[config.mk]
export PLATFORM = sky130hd
export DESIGN_NAME = fifo_read_relay
export DESIGN_NICKNAME = d
export VERILOG_FILES = /design/src/rtl/fifo_read_relay.sv
export SDC_FILE = /design/constraint.sdc
export NUM_CORES = 1
export LEC_CHECK = 0
export BUFFER_PORTS_ARGS = -buffer_cell sky130_fd_sc_hd__buf_2
export CAP_MARGIN = 0
export CORE_MARGIN = 2
export CORE_UTILIZATION = 55
export DETAILED_ROUTE_END_ITERATION = 12
export PLACE_DENSITY = 0.92
export SYNTH_ARGS = -nofsm -noshare
export SYNTH_HDL_FRONTEND = slang
export SYNTH_SLANG_ARGS = --single-unit
[constraint.sdc]
create_clock -name clk -period 4.6 [get_ports clk]
set_input_delay 0.92 -clock clk [delete_from_list [all_inputs] [get_ports clk]]
set_output_delay 0.92 -clock clk [all_outputs]
set_load 0.05 [all_outputs]
[src/rtl/fifo_read_relay.sv]
// Two-entry registered relay behind a FWFT FIFO read port. Breaks the path from
// consumer if_read back into the FIFO while keeping a FWFT interface at 1 word/cycle.
module fifo_read_relay #(
    parameter int DATA_WIDTH = 32
) (
    input  logic                  clk,
    input  logic                  reset_n,
    input  logic                  up_empty_n,
    input  logic [DATA_WIDTH-1:0] up_dout,
    output logic                  up_read,
    output logic                  up_read_ce,
    output logic                  if_empty_n,
    input  logic                  if_read_ce,
    input  logic                  if_read,
    output logic [DATA_WIDTH-1:0] if_dout
);

    localparam logic [1:0] CNT_EMPTY = 2'd0;
    localparam logic [1:0] CNT_ONE   = 2'd1;
    localparam logic [1:0] CNT_FULL  = 2'd2;

    logic [1:0]            count_q;
    logic [1:0]            count_d;
    logic [DATA_WIDTH-1:0] slot0_q;
    logic [DATA_WIDTH-1:0] slot0_d;
    logic [DATA_WIDTH-1:0] slot1_q;
    logic [DATA_WIDTH-1:0] slot1_d;
    logic                  empty_n_q;
    logic                  push_s;
    logic                  pop_s;

    // Push looks only at registered occupancy so if_read never reaches upstream.
    assign push_s     = reset_n & up_empty_n & (count_q != CNT_FULL);
    assign pop_s      = if_read & if_read_ce & (count_q != CNT_EMPTY);
    assign up_read    = push_s;
    assign up_read_ce = 1'b1;
    assign if_empty_n = empty_n_q;
    assign if_dout    = slot0_q;

    // Slot and occupancy next-state.
    always_comb begin
        count_d = count_q;
        slot0_d = slot0_q;
        slot1_d = slot1_q;
        case ({push_s, pop_s})
            2'b10: begin
                if (count_q == CNT_EMPTY) begin
                    slot0_d = up_dout;
                end else begin
                    slot1_d = up_dout;
                end
                count_d = count_q + 2'd1;
            end
            2'b01: begin
                slot0_d = slot1_q;
                count_d = count_q - 2'd1;
            end
            2'b11: begin
                // Only reachable at CNT_ONE: the head leaves and the new word replaces it.
                slot0_d = up_dout;
                count_d = CNT_ONE;
            end
            default: begin
                count_d = count_q;
            end
        endcase
    end

    // State registers; empty flag is registered from count_d so it is a flop output.
    always_ff @(posedge clk) begin
        if (!reset_n) begin
            count_q   <= CNT_EMPTY;
            slot0_q   <= {DATA_WIDTH{1'b0}};
            slot1_q   <= {DATA_WIDTH{1'b0}};
            empty_n_q <= 1'b0;
        end else begin
            count_q   <= count_d;
            slot0_q   <= slot0_d;
            slot1_q   <= slot1_d;
            empty_n_q <= (count_d != CNT_EMPTY);
        end
    end

endmodule

==> flow_summary.ini, run 1 <==
[sta]
rsz0062_at_grt = no
hold_ws_ns = 0.4558
worstMarginPinSlew_ns = 1.025
setup_viol = 0
setup_total_negative_slack_ns = 0
final_worst_path_cycle_share_pct = 66.37
period_minus_slack_ns = 3.053
worst_clock_skew_ns = 0.005938
fmaxAchievable_mhz = 327.6
relSlewSlack_pct = 31.64
finalMaxSlewViolations = 0
hold_viol_final = 0
setup_ws_post_layout_ns = 1.547

[floorplan]
die_h_um = 76.45
design.portCount = 72
floorplan.rows = 26
fp.dieW_um = 76.45
floorplan.core_area_um2 = 5075
starting_density_pct = 56.88
die_footprint_um2 = 5844

[clock_network]
cts_tree = yes
clk-insertion-delay-late_ns = 0.34
cts-resized-gates = 0
cts.sinks = 67
cts_clk_pin_slew_worst_paths_ns = 0.07
cts-buffers-inserted = 9
htree_levels = 3
post-cts-setup-buffers = 0
clock_path_buffers = 2
ctsRootBufferMaster = sky130_fd_sc_hd__clkbuf_8
cts.hold.buffers_added = 0

[global_route]
grt_start_max_net_pins = 37
grt_util_all_layers_pct = 22.52
overflow = 0
via_count_of_the_first_global_routing_pass = 2335
wire_length_of_the_first_global_routing_pass_um = 10590
initial_antenna_violation_count = 0

[logic_synthesis]
ys_dominant_reg_cell = sky130_fd_sc_hd__dfxtp_1
synth-warning-count = 0
synth_seq_cells = 67
edff_count_synth = 0
synth.cell_area_um2 = 2887
seq_area_frac_synth_pct = 46.47
synth_nets = 354
netlist-cell-type-count = 31
synth-async-reset-ratio_pct = 0
synthMostInstantiatedCell = sky130_fd_sc_hd__dfxtp_1
synthDominantCellAreaShare_pct = 46.47
synthCells = 313
syn-mean-instance-area_um2 = 9.222
yosys.area.top_type = sky130_fd_sc_hd__dfxtp_1
synthTopCellsByCount = sky130_fd_sc_hd__dfxtp_1, sky130_fd_sc_hd__nand2_1, sky130_fd_sc_hd__mux2i_1, sky130_fd_sc_hd__a21oi_1
synth_area_leaders = sky130_fd_sc_hd__dfxtp_1, sky130_fd_sc_hd__mux2i_1, sky130_fd_sc_hd__o211a_1

[route]
met3RoutedLength_um = 440
via_per_inst = 5.584
vias = 2485
drtIter0Drc = 135
detail_route.wl_per_cell_um = 14.83
detail_route.drc_violations = 0
detailroute.wirelength.met2_um = 3189
routed_wirelength_um = 6601
wirelength_met1_um = 2858
highest_layer = met4
ant_nets = 0
dr.pass1.iters = 4

[outcome]
status = complete, no violations

[layout]
final_core_util_pct = 67.65
diodes = 0
fin_nets = 411
post_route_cells_drive_above_1_share_pct = 25.60
layout-area-overhead-vs-synth_pct = 18.94

[power_and_ir_drop]
irDropWorstVdd_mv = 0.2582
power_per_cell_area_nw_per_um2 = 414.2
leakagePower_nw = 1.639

[worst_setup_path]
critPathMaxStageDelay_ns = 0.52
cp_common_cell = sky130_fd_sc_hd__buf_2
cp.buffers_inverters = 3
setup.worst_path.class = input pin to output port
cp-start-kind = input pin
worst_path_max_delay_cell = sky130_fd_sc_hd__buf_2
worst_ep_required_time_ns = 3.68
worstSetupEndpointType = output port
critical_path_arrival_ns = 2.13
critPathMaxFanout = 36
cpLargestDelayFamily = buffers and inverters
worstPathCellList = buf_2, nand2_1, a21o_1, inv_1, buf_2

[job]
max_cap_violations = 0

[min_path]
worstHoldPathType = flop to flop

[placed_design]
dpl_worst_slack_ns = 1.253
gp_congestion = 0.7993
io_buffer_count = 70
post-dp-hpwl_um = 4222
[worst paths after layout]
check                   start     endpoint  slack, ns  cells after the start
setup / recovery      reset_n      up_read       1.55                      5
hold / removal    slot1_q[12]  slot1_q[12]       0.46                      2
setup reg to reg   count_q[1]  if_dout[27]       1.70                      5
hold reg to reg   slot1_q[12]  slot1_q[12]       0.46                      2
[tightest hold or removal path, stage by stage, from the launching register on]
cell                      delay, ns
sky130_fd_sc_hd__dfxtp_1       0.31
sky130_fd_sc_hd__nand2_1       0.05
sky130_fd_sc_hd__a21oi_1       0.05
[layout by cell type, fill, tap and decap left out, types with 2 or more instances in the layout]
master,count
sky130_fd_sc_hd__clkinv_2,3
sky130_fd_sc_hd__clkbuf_8,9
sky130_fd_sc_hd__mux2i_1,33
sky130_fd_sc_hd__o211a_1,30
sky130_fd_sc_hd__clkinv_4,2
sky130_fd_sc_hd__buf_2,70
sky130_fd_sc_hd__nand2_1,66
sky130_fd_sc_hd__a21oi_1,32
sky130_fd_sc_hd__nor3_1,2
sky130_fd_sc_hd__ha_1,3
sky130_fd_sc_hd__inv_1,3
sky130_fd_sc_hd__bufinv_16,2
sky130_fd_sc_hd__buf_4,4
sky130_fd_sc_hd__dfxtp_1,67
sky130_fd_sc_hd__a211oi_2,2
sky130_fd_sc_hd__o21ai_0,30
[cell families (layout without fill, tap and decap cells)]
| family | count (synthesis) | count (layout) | share of synthesized area, % |
|---|---|---|---|
| other | 1 | 1 | 0.1299 |
| multiplexers | 33 | 33 | 11.44 |
| AO/OA/AOI/OAI | 99 | 99 | 23.36 |
| flip-flops | 67 | 67 | 46.47 |
| XOR/XNOR | 1 | 1 | 0.3035 |
| adder cells (fa/ha/maj) | 4 | 4 | 1.734 |
| buffers and inverters | 32 | 94 | 5.505 |
| AND/OR/NAND/NOR | 76 | 76 | 11.05 |
[final cells by class]
class,count,area [um^2]
fill,414,1642
clock buffer,9,123.9
timing repair buffer,74,380.4
inverter,4,15.01
sequential,67,1341
multi-input combinational,214,1393
clock inverter,7,92.59
tap,70,87.58
[through the flow]
stage                power, W  cells  instance area (um^2)
floorplan           0.0008379    313                  2887
global placement    0.0008942    429                  3217
detailed placement  0.0009003    429                  3217
CTS                  0.001426    445                  3433
global route         0.001474    445                  3433
finish               0.001422    445                  3433
[sequential cells by signal, indices dropped and copies added (netlist names)]
signal / cells
if_dout: 32
slot1_q: 32
count_q: 2
if_empty_n: 1
[report_power, final]
group          internal (W)  total, W  switching (W)  leakage [nW]
registers          0.000615  0.000634      0.0000194         0.547
logic             0.0000750  0.000254       0.000179         0.979
clock network      0.000304  0.000534       0.000230         0.113
[layer usage]
metal / GRT usage (%) / vias to the layer above
met5: 0 / -
met1: 27.99 / 1190
met4: 9.818 / 0
li1: - / 1204
met3: 6.635 / 11
met2: 36.28 / 80
No activity file was read; power rests on OpenSTA's default activity.
==> run 2: changes to the inputs <==
--- a/config.mk
+++ b/config.mk
@@ -5,12 +5,13 @@
 export SDC_FILE = /design/constraint.sdc
 export NUM_CORES = 1
 export LEC_CHECK = 0
+export ABC_AREA = 1
 export BUFFER_PORTS_ARGS = -buffer_cell sky130_fd_sc_hd__buf_2
 export CAP_MARGIN = 0
 export CORE_MARGIN = 2
-export CORE_UTILIZATION = 55
+export CORE_UTILIZATION = 48
 export DETAILED_ROUTE_END_ITERATION = 12
-export PLACE_DENSITY = 0.92
+export PLACE_DENSITY = 0.86
 export SYNTH_ARGS = -nofsm -noshare
 export SYNTH_HDL_FRONTEND = slang
 export SYNTH_SLANG_ARGS = --single-unit
==> constraint.sdc (replaced) <==
create_clock -name clk -period 2.6 [get_ports clk]
set_input_delay 0.52 -clock clk [delete_from_list [all_inputs] [get_ports clk]]
set_output_delay 0.52 -clock clk [all_outputs]
set_load 0.05 [all_outputs]
==> run 2 against run 1 <==
Net effect: sequential power rose by 74%; first-iteration DRC count is 12% lower; sequential share of layout area about the same; critical endpoint is now slot1_q[17]; largest power group unchanged.
==> flow_summary.ini, run 2 <==
[outcome]
status = complete, no violations

[global_route]
via_count_of_the_first_global_routing_pass = 2527
overflow = 0
use_met2_pct = 35.08
initial_antenna_violation_count = 0
grt_util_all_layers_pct = 20.54
globalRouteMet1Util_pct = 23.93
globalRoute.busiestLayer = met2
grt.met3_usage_pct = 3.913
wire_length_of_the_first_global_routing_pass_um = 10680
grt_start_max_net_pins = 68

[logic_synthesis]
synth_fa_ha_area_share_pct = 1.701
synth_seq_cells = 67
synth-async-reset-ratio_pct = 0
edff_count_synth = 0
synthMostInstantiatedCell = sky130_fd_sc_hd__o21ai_0
synth_simple_gate_area_share_pct = 20.25
seq_area_frac_synth_pct = 45.60
synth.cell_area_um2 = 2942
mux_contribution_to_synthesized_area_pct = 0
syn-mean-instance-area_um2 = 7.485
synthTopCellsByCount = sky130_fd_sc_hd__o21ai_0, sky130_fd_sc_hd__dfxtp_1, sky130_fd_sc_hd__nor2_1, sky130_fd_sc_hd__nand2_1, sky130_fd_sc_hd__inv_1
netlist-cell-type-count = 21
synthDominantCellAreaShare_pct = 45.60
dominant_combinational_cell_family_by_area_after_synthesis = compound AO/OA/AOI/OAI gates
yosys.area.top_type = sky130_fd_sc_hd__dfxtp_1
synth_nets = 434
ys_dominant_reg_cell = sky130_fd_sc_hd__dfxtp_1
synth_xor_xnor_area_share_pct = 0
synth-compound-area-share_pct = 20.42
synth_area_leaders = sky130_fd_sc_hd__dfxtp_1, sky130_fd_sc_hd__o21ai_0, sky130_fd_sc_hd__nor2_1
synthCells = 393
synth-warning-count = 0

[layout]
fin_nets = 492
diodes = 0
post_route_cells_drive_above_1_share_pct = 25.55
layout-area-overhead-vs-synth_pct = 16.63
final_cell_mix = sky130_fd_sc_hd__o21ai_0, sky130_fd_sc_hd__buf_2, sky130_fd_sc_hd__dfxtp_1
layout_commonest_cell = sky130_fd_sc_hd__o21ai_0

[placed_design]
dpl_worst_slack_ns = 0.4731
post-dp-hpwl_um = 4235
io_buffer_count = 70
gp_congestion = 0.7686

[clock_network]
post-cts-setup-buffers = 0
cts_tree = yes
htree_levels = 3
cts.sinks = 67
clock_path_buffers = 2
ctsRootBufferMaster = sky130_fd_sc_hd__clkbuf_8
cts-resized-gates = 0
cts.hold.buffers_added = 0
clk-insertion-delay-late_ns = 0.33
cts_clk_pin_slew_worst_paths_ns = 0.07
cts-buffers-inserted = 9

[worst_setup_path]
reg2regPathDepth = 10
cp-start-kind = flop
critical_path_arrival_ns = 2.30
critPathMaxFanout = 34
worst_ep_required_time_ns = 2.86
worstSetupEndpointType = flop
setup.worst_path.class = flop to flop

[floorplan]
starting_density_pct = 49.68
fp.dieW_um = 82.29
die_footprint_um2 = 6771
floorplan.core_area_um2 = 5921
floorplan.rows = 28
die_h_um = 82.29
design.portCount = 72

[sta]
setup_viol = 0
worstMarginPinSlew_ns = 0.5376
rsz0062_at_grt = no
relSlewSlack_pct = 64.16
worst_clock_skew_ns = 0.005999
final_worst_path_cycle_share_pct = 78.47
setup_ws_post_layout_ns = 0.5599
setup_total_negative_slack_ns = 0
fmaxAchievable_mhz = 490.2
period_minus_slack_ns = 2.040
finalMaxSlewViolations = 0
hold_viol_final = 0

[route]
detail_route.drc_violations = 0
detail_route.wl_per_cell_um = 12.06
via_per_inst = 5.072
drtIter0Drc = 119
routed_wirelength_um = 6378
dr.pass1.iters = 4
ant_nets = 0
vias = 2683

[power_and_ir_drop]
irDropWorstVdd_mv = 0.3654
leakagePower_nw = 1.668
power_per_cell_area_nw_per_um2 = 675.6

[min_path]
hold-path-cell-count = 3
worstHoldPathType = input pin to flop

[job]
max_cap_violations = 0
==> run 2: cell count changes after synthesis, moves of 3 or more <==
| cell | delta |
|---|---|
| sky130_fd_sc_hd__o21ai_0 | +58 |
| sky130_fd_sc_hd__inv_1 | +32 |
| sky130_fd_sc_hd__mux2i_1 | -33 |
| sky130_fd_sc_hd__a21oi_1 | -4 |
| sky130_fd_sc_hd__buf_2 | +7 |
| sky130_fd_sc_hd__o211a_1 | -30 |
| sky130_fd_sc_hd__nand2_1 | -12 |
| sky130_fd_sc_hd__nor2_2 | +21 |
| sky130_fd_sc_hd__o21ai_1 | +3 |
| sky130_fd_sc_hd__clkbuf_1 | -10 |
| sky130_fd_sc_hd__nor2_1 | +54 |
==> run 2: kinds of logic (layout without fill, tap and decap cells) <==
group	Yosys count	in the layout
other	1	1
AND/OR/NAND/NOR	136	136
adder cells (fa/ha/maj)	4	4
buffers and inverters	65	126
flip-flops	67	67
AO/OA/AOI/OAI	120	120
==> run 2: path summary, 6_finish.rpt <==
check / startpoint / end / slack (ns)
worst min register to register: slot1_q[0] / slot1_q[0] / 0.49
worst max-delay path: count_q[0] / slot1_q[17] / 0.56
worst max register to register: count_q[0] / slot1_q[17] / 0.56
worst min-delay path: up_dout[14] / slot1_q[14] / 0.43
==> run 2: power breakdown <==
group / internal [W] / total (W) / switching [W] / leakage (nW)
clock: 0.000509 / 0.000869 / 0.000359 / 0.104
sequential: 0.00107 / 0.00110 / 0.0000242 / 0.547
combinational: 0.0000892 / 0.000352 / 0.000263 / 1.02
==> run 2: final cells by class <==
type	instances	area, um^2
Multi-Input combinational cell	261	1252
Sequential cell	67	1341
Inverter	38	150.1
Clock buffer	12	165.2
Clock inverter	2	35.03
Tap cell	75	93.84
Timing Repair Buffer	74	392.9
Fill cell	559	2490
==> run 2: metal layers <==
metal / up-vias / routed length [um]
met5: - / 0
met4: 0 / 170
met3: 15 / 320
met2: 77 / 3131
met1: 1229 / 2757
li1: 1362 / -
==> run 2: critical path: stages, from the launching register on <==
cell,delay (ns)
sky130_fd_sc_hd__dfxtp_1,0.40
sky130_fd_sc_hd__inv_1,0.08
sky130_fd_sc_hd__nand2_1,0.10
sky130_fd_sc_hd__nand3_1,0.14
sky130_fd_sc_hd__inv_1,0.14
sky130_fd_sc_hd__ha_1,0.21
sky130_fd_sc_hd__nand2_4,0.08
sky130_fd_sc_hd__inv_2,0.31
sky130_fd_sc_hd__buf_12,0.24
sky130_fd_sc_hd__o21ai_0,0.10
sky130_fd_sc_hd__a21oi_1,0.15
==> run 2: per-stage QoR <==
| stage | cell area, um^2 | cells | utilization, % | total power, W | hold slack (ns) |
|---|---|---|---|---|---|
| after floorplan | 2942 | 393 | - | 0.001394 | 0.4549 |
| after global placement | 3231 | 515 | 54.56 | 0.001465 | 0.4643 |
| after detailed placement | 3231 | 515 | 54.56 | 0.001472 | 0.4791 |
| after CTS | 3431 | 529 | 57.95 | 0.002333 | 0.4205 |
| after global routing | 3431 | 529 | 57.95 | 0.002402 | 0.4441 |
| final | 3431 | 529 | 57.95 | 0.002318 | 0.4316 |
==> run 3: changes to the inputs <==
==> constraint.sdc (replaced) <==
create_clock -name clk -period 1.7 [get_ports clk]
set_input_delay 0.34 -clock clk [delete_from_list [all_inputs] [get_ports clk]]
set_output_delay 0.34 -clock clk [all_outputs]
set_load 0.05 [all_outputs]
==> run 3 against run 2 <==
Net effect: combinational power grew 63%; clock power grew 52%; critical path type is now flop to output port; cell count grew 1.3%; largest power group unchanged.
==> flow_summary.ini, run 3 (synthesis results as in run 2) <==
[power_and_ir_drop]
intPower_w = 0.002542
combPwrFrac_pct = 16.1
irDropWorstVdd_mv = 0.4703
power_per_cell_area_nw_per_um2 = 968.7
switching_share_pct = 28.67
netSwitchingPower_w = 0.001022
clock_group_share_of_total_power_pct = 37.0
share_of_total_power_in_sequential_cells_pct = 47.0
leakagePower_nw = 1.714

[floorplan]
floorplan.core_area_um2 = 5921
design.portCount = 72
die_footprint_um2 = 6771
fp.dieW_um = 82.29
floorplan.rows = 28
die_h_um = 82.29
starting_density_pct = 49.68

[placed_design]
dpl_worst_slack_ns = -0.001991
post-dp-hpwl_um = 4214
io_buffer_count = 70
gp_congestion = 0.7886
numPlacedInstances = 518

[sta]
setup_viol = 0
relSlewSlack_pct = 58.09
setup_ws_post_layout_ns = 0.06950
fmaxAchievable_mhz = 613.3
final_worst_path_cycle_share_pct = 95.91
worst_clock_skew_ns = 0.007699
worstMarginPinSlew_ns = 0.6287
finalMaxSlewViolations = 0
period_minus_slack_ns = 1.631
hold_viol_final = 0

[clock_network]
clock_path_buffers = 2
cts_tree = yes
ctsRootBufferMaster = sky130_fd_sc_hd__clkbuf_8
cts-buffers-inserted = 9
htree_levels = 3
clk-insertion-delay-late_ns = 0.33
cts_clk_pin_slew_worst_paths_ns = 0.07
cts.sinks = 67

[worst_setup_path]
setup.worst_path.class = flop to output port
critPathMaxFanout = 4
worstSetupEndpointType = output port
critical_path_arrival_ns = 1.29
worst_ep_required_time_ns = 1.36
cp-start-kind = flop

[route]
detail_route.drc_violations = 0
dr.pass1.iters = 4
ant_nets = 0
drtIter0Drc = 178
vias = 2688
via_per_inst = 5.015
routed_wirelength_um = 6854
detail_route.wl_per_cell_um = 12.79

[global_route]
overflow = 0
grt_util_all_layers_pct = 20.65
grt_start_max_net_pins = 67
wire_length_of_the_first_global_routing_pass_um = 10580
via_count_of_the_first_global_routing_pass = 2435
initial_antenna_violation_count = 0

[job]
max_cap_violations = 0

[layout]
fin_nets = 498
final_cell_mix = sky130_fd_sc_hd__buf_2, sky130_fd_sc_hd__dfxtp_1, sky130_fd_sc_hd__o21ai_0
diodes = 0
layout_commonest_cell = sky130_fd_sc_hd__buf_2
layout.cells.non_filler = 536
post_route_cells_drive_above_1_share_pct = 32.10
layout-area-overhead-vs-synth_pct = 25.05
final.fill_count = 499

[outcome]
status = complete, no violations

[min_path]
worstHoldPathType = input pin to flop
## run 3: changes by cell type in the layout (fill, tap and decap cells not counted), sizes merged
cell / delta
inv: -1
bufbuf: +1
clkinvlp: +1
buf: +4
clkbuf: +2
## run 3: per-stage QoR
step / TNS [ns] / util [%] / cell area [um^2] / hold WS (ns) / power, W
5_1_grt: -0.1450 / 62.13 / 3679 / 0.2554 / 0.003705
6_report: 0 / 62.13 / 3679 / 0.2518 / 0.003563
4_1_cts: 0 / 61.28 / 3628 / 0.2380 / 0.003596
3_3_place_gp: 0 / 57.16 / 3385 / 0.4634 / 0.002261
3_5_place_dp: -0.001991 / 57.16 / 3385 / 0.4782 / 0.002272
2_1_floorplan: -0.8705 / - / 3080 / 0.4549 / 0.002153
## run 3: per-layer routing
| layer | vias up | track usage (%) | share of wire, % |
|---|---|---|---|
| li1 | 1381 | - | - |
| met4 | 0 | 8.667 | 1.2 |
| met2 | 76 | 33.87 | 49 |
| met3 | 9 | 5.761 | 5.4 |
| met1 | 1222 | 25.41 | 45 |
| met5 | - | 0 | 0 |
## run 3: timing repair
item / in CTS / in global routing
buffers inserted: 0 / 1
gates cloned: 1 / 1
endpoints found under the hold margin: 0 / 0
gates resized for setup: 4 / 13
endpoints found under the setup margin: 3 / 51
hold buffers: 0 / 0
pin swaps: 0 / 3
## run 3: path summary, 6_finish.rpt
check	start	to	slack [ns]	depth (start not counted)
max	count_q[0]	up_read	0.07	5
min	up_dout[10]	slot1_q[10]	0.25	3
max reg2reg	count_q[0]	if_dout[17]	0.08	10
min reg2reg	if_dout[7]	if_dout[7]	0.49	2
## run 3: critical path, stage by stage (launching register included)
cell and delay (ns):
sky130_fd_sc_hd__dfxtp_4 0.36, sky130_fd_sc_hd__inv_1 0.09, sky130_fd_sc_hd__nand2_2 0.09, sky130_fd_sc_hd__nand3_4 0.10, sky130_fd_sc_hd__clkinvlp_4 0.14, sky130_fd_sc_hd__buf_6 0.18
## run 3: area by class of cell
type | count | area, um^2 | area share [%]
sequential | 67 | 1349 | 36.67
tap | 75 | 93.84 | 2.551
multi-input combinational | 261 | 1370 | 37.24
inverter | 38 | 156.4 | 4.252
timing repair buffer | 80 | 515.5 | 14.01
clock buffer | 13 | 158.9 | 4.320
clock inverter | 2 | 35.03 | 0.9524
## run 3: power by group through the flow
stage / Clock, W / Combinational [W] / Sequential [W]
after global routing: 0.00140 / 0.000622 / 0.00168
after floorplan: 0 / 0.000242 / 0.00191
final: 0.00132 / 0.000573 / 0.00167
after CTS: 0.00135 / 0.000572 / 0.00167
after global placement: 0 / 0.000555 / 0.00171
after detailed placement: 0 / 0.000563 / 0.00171
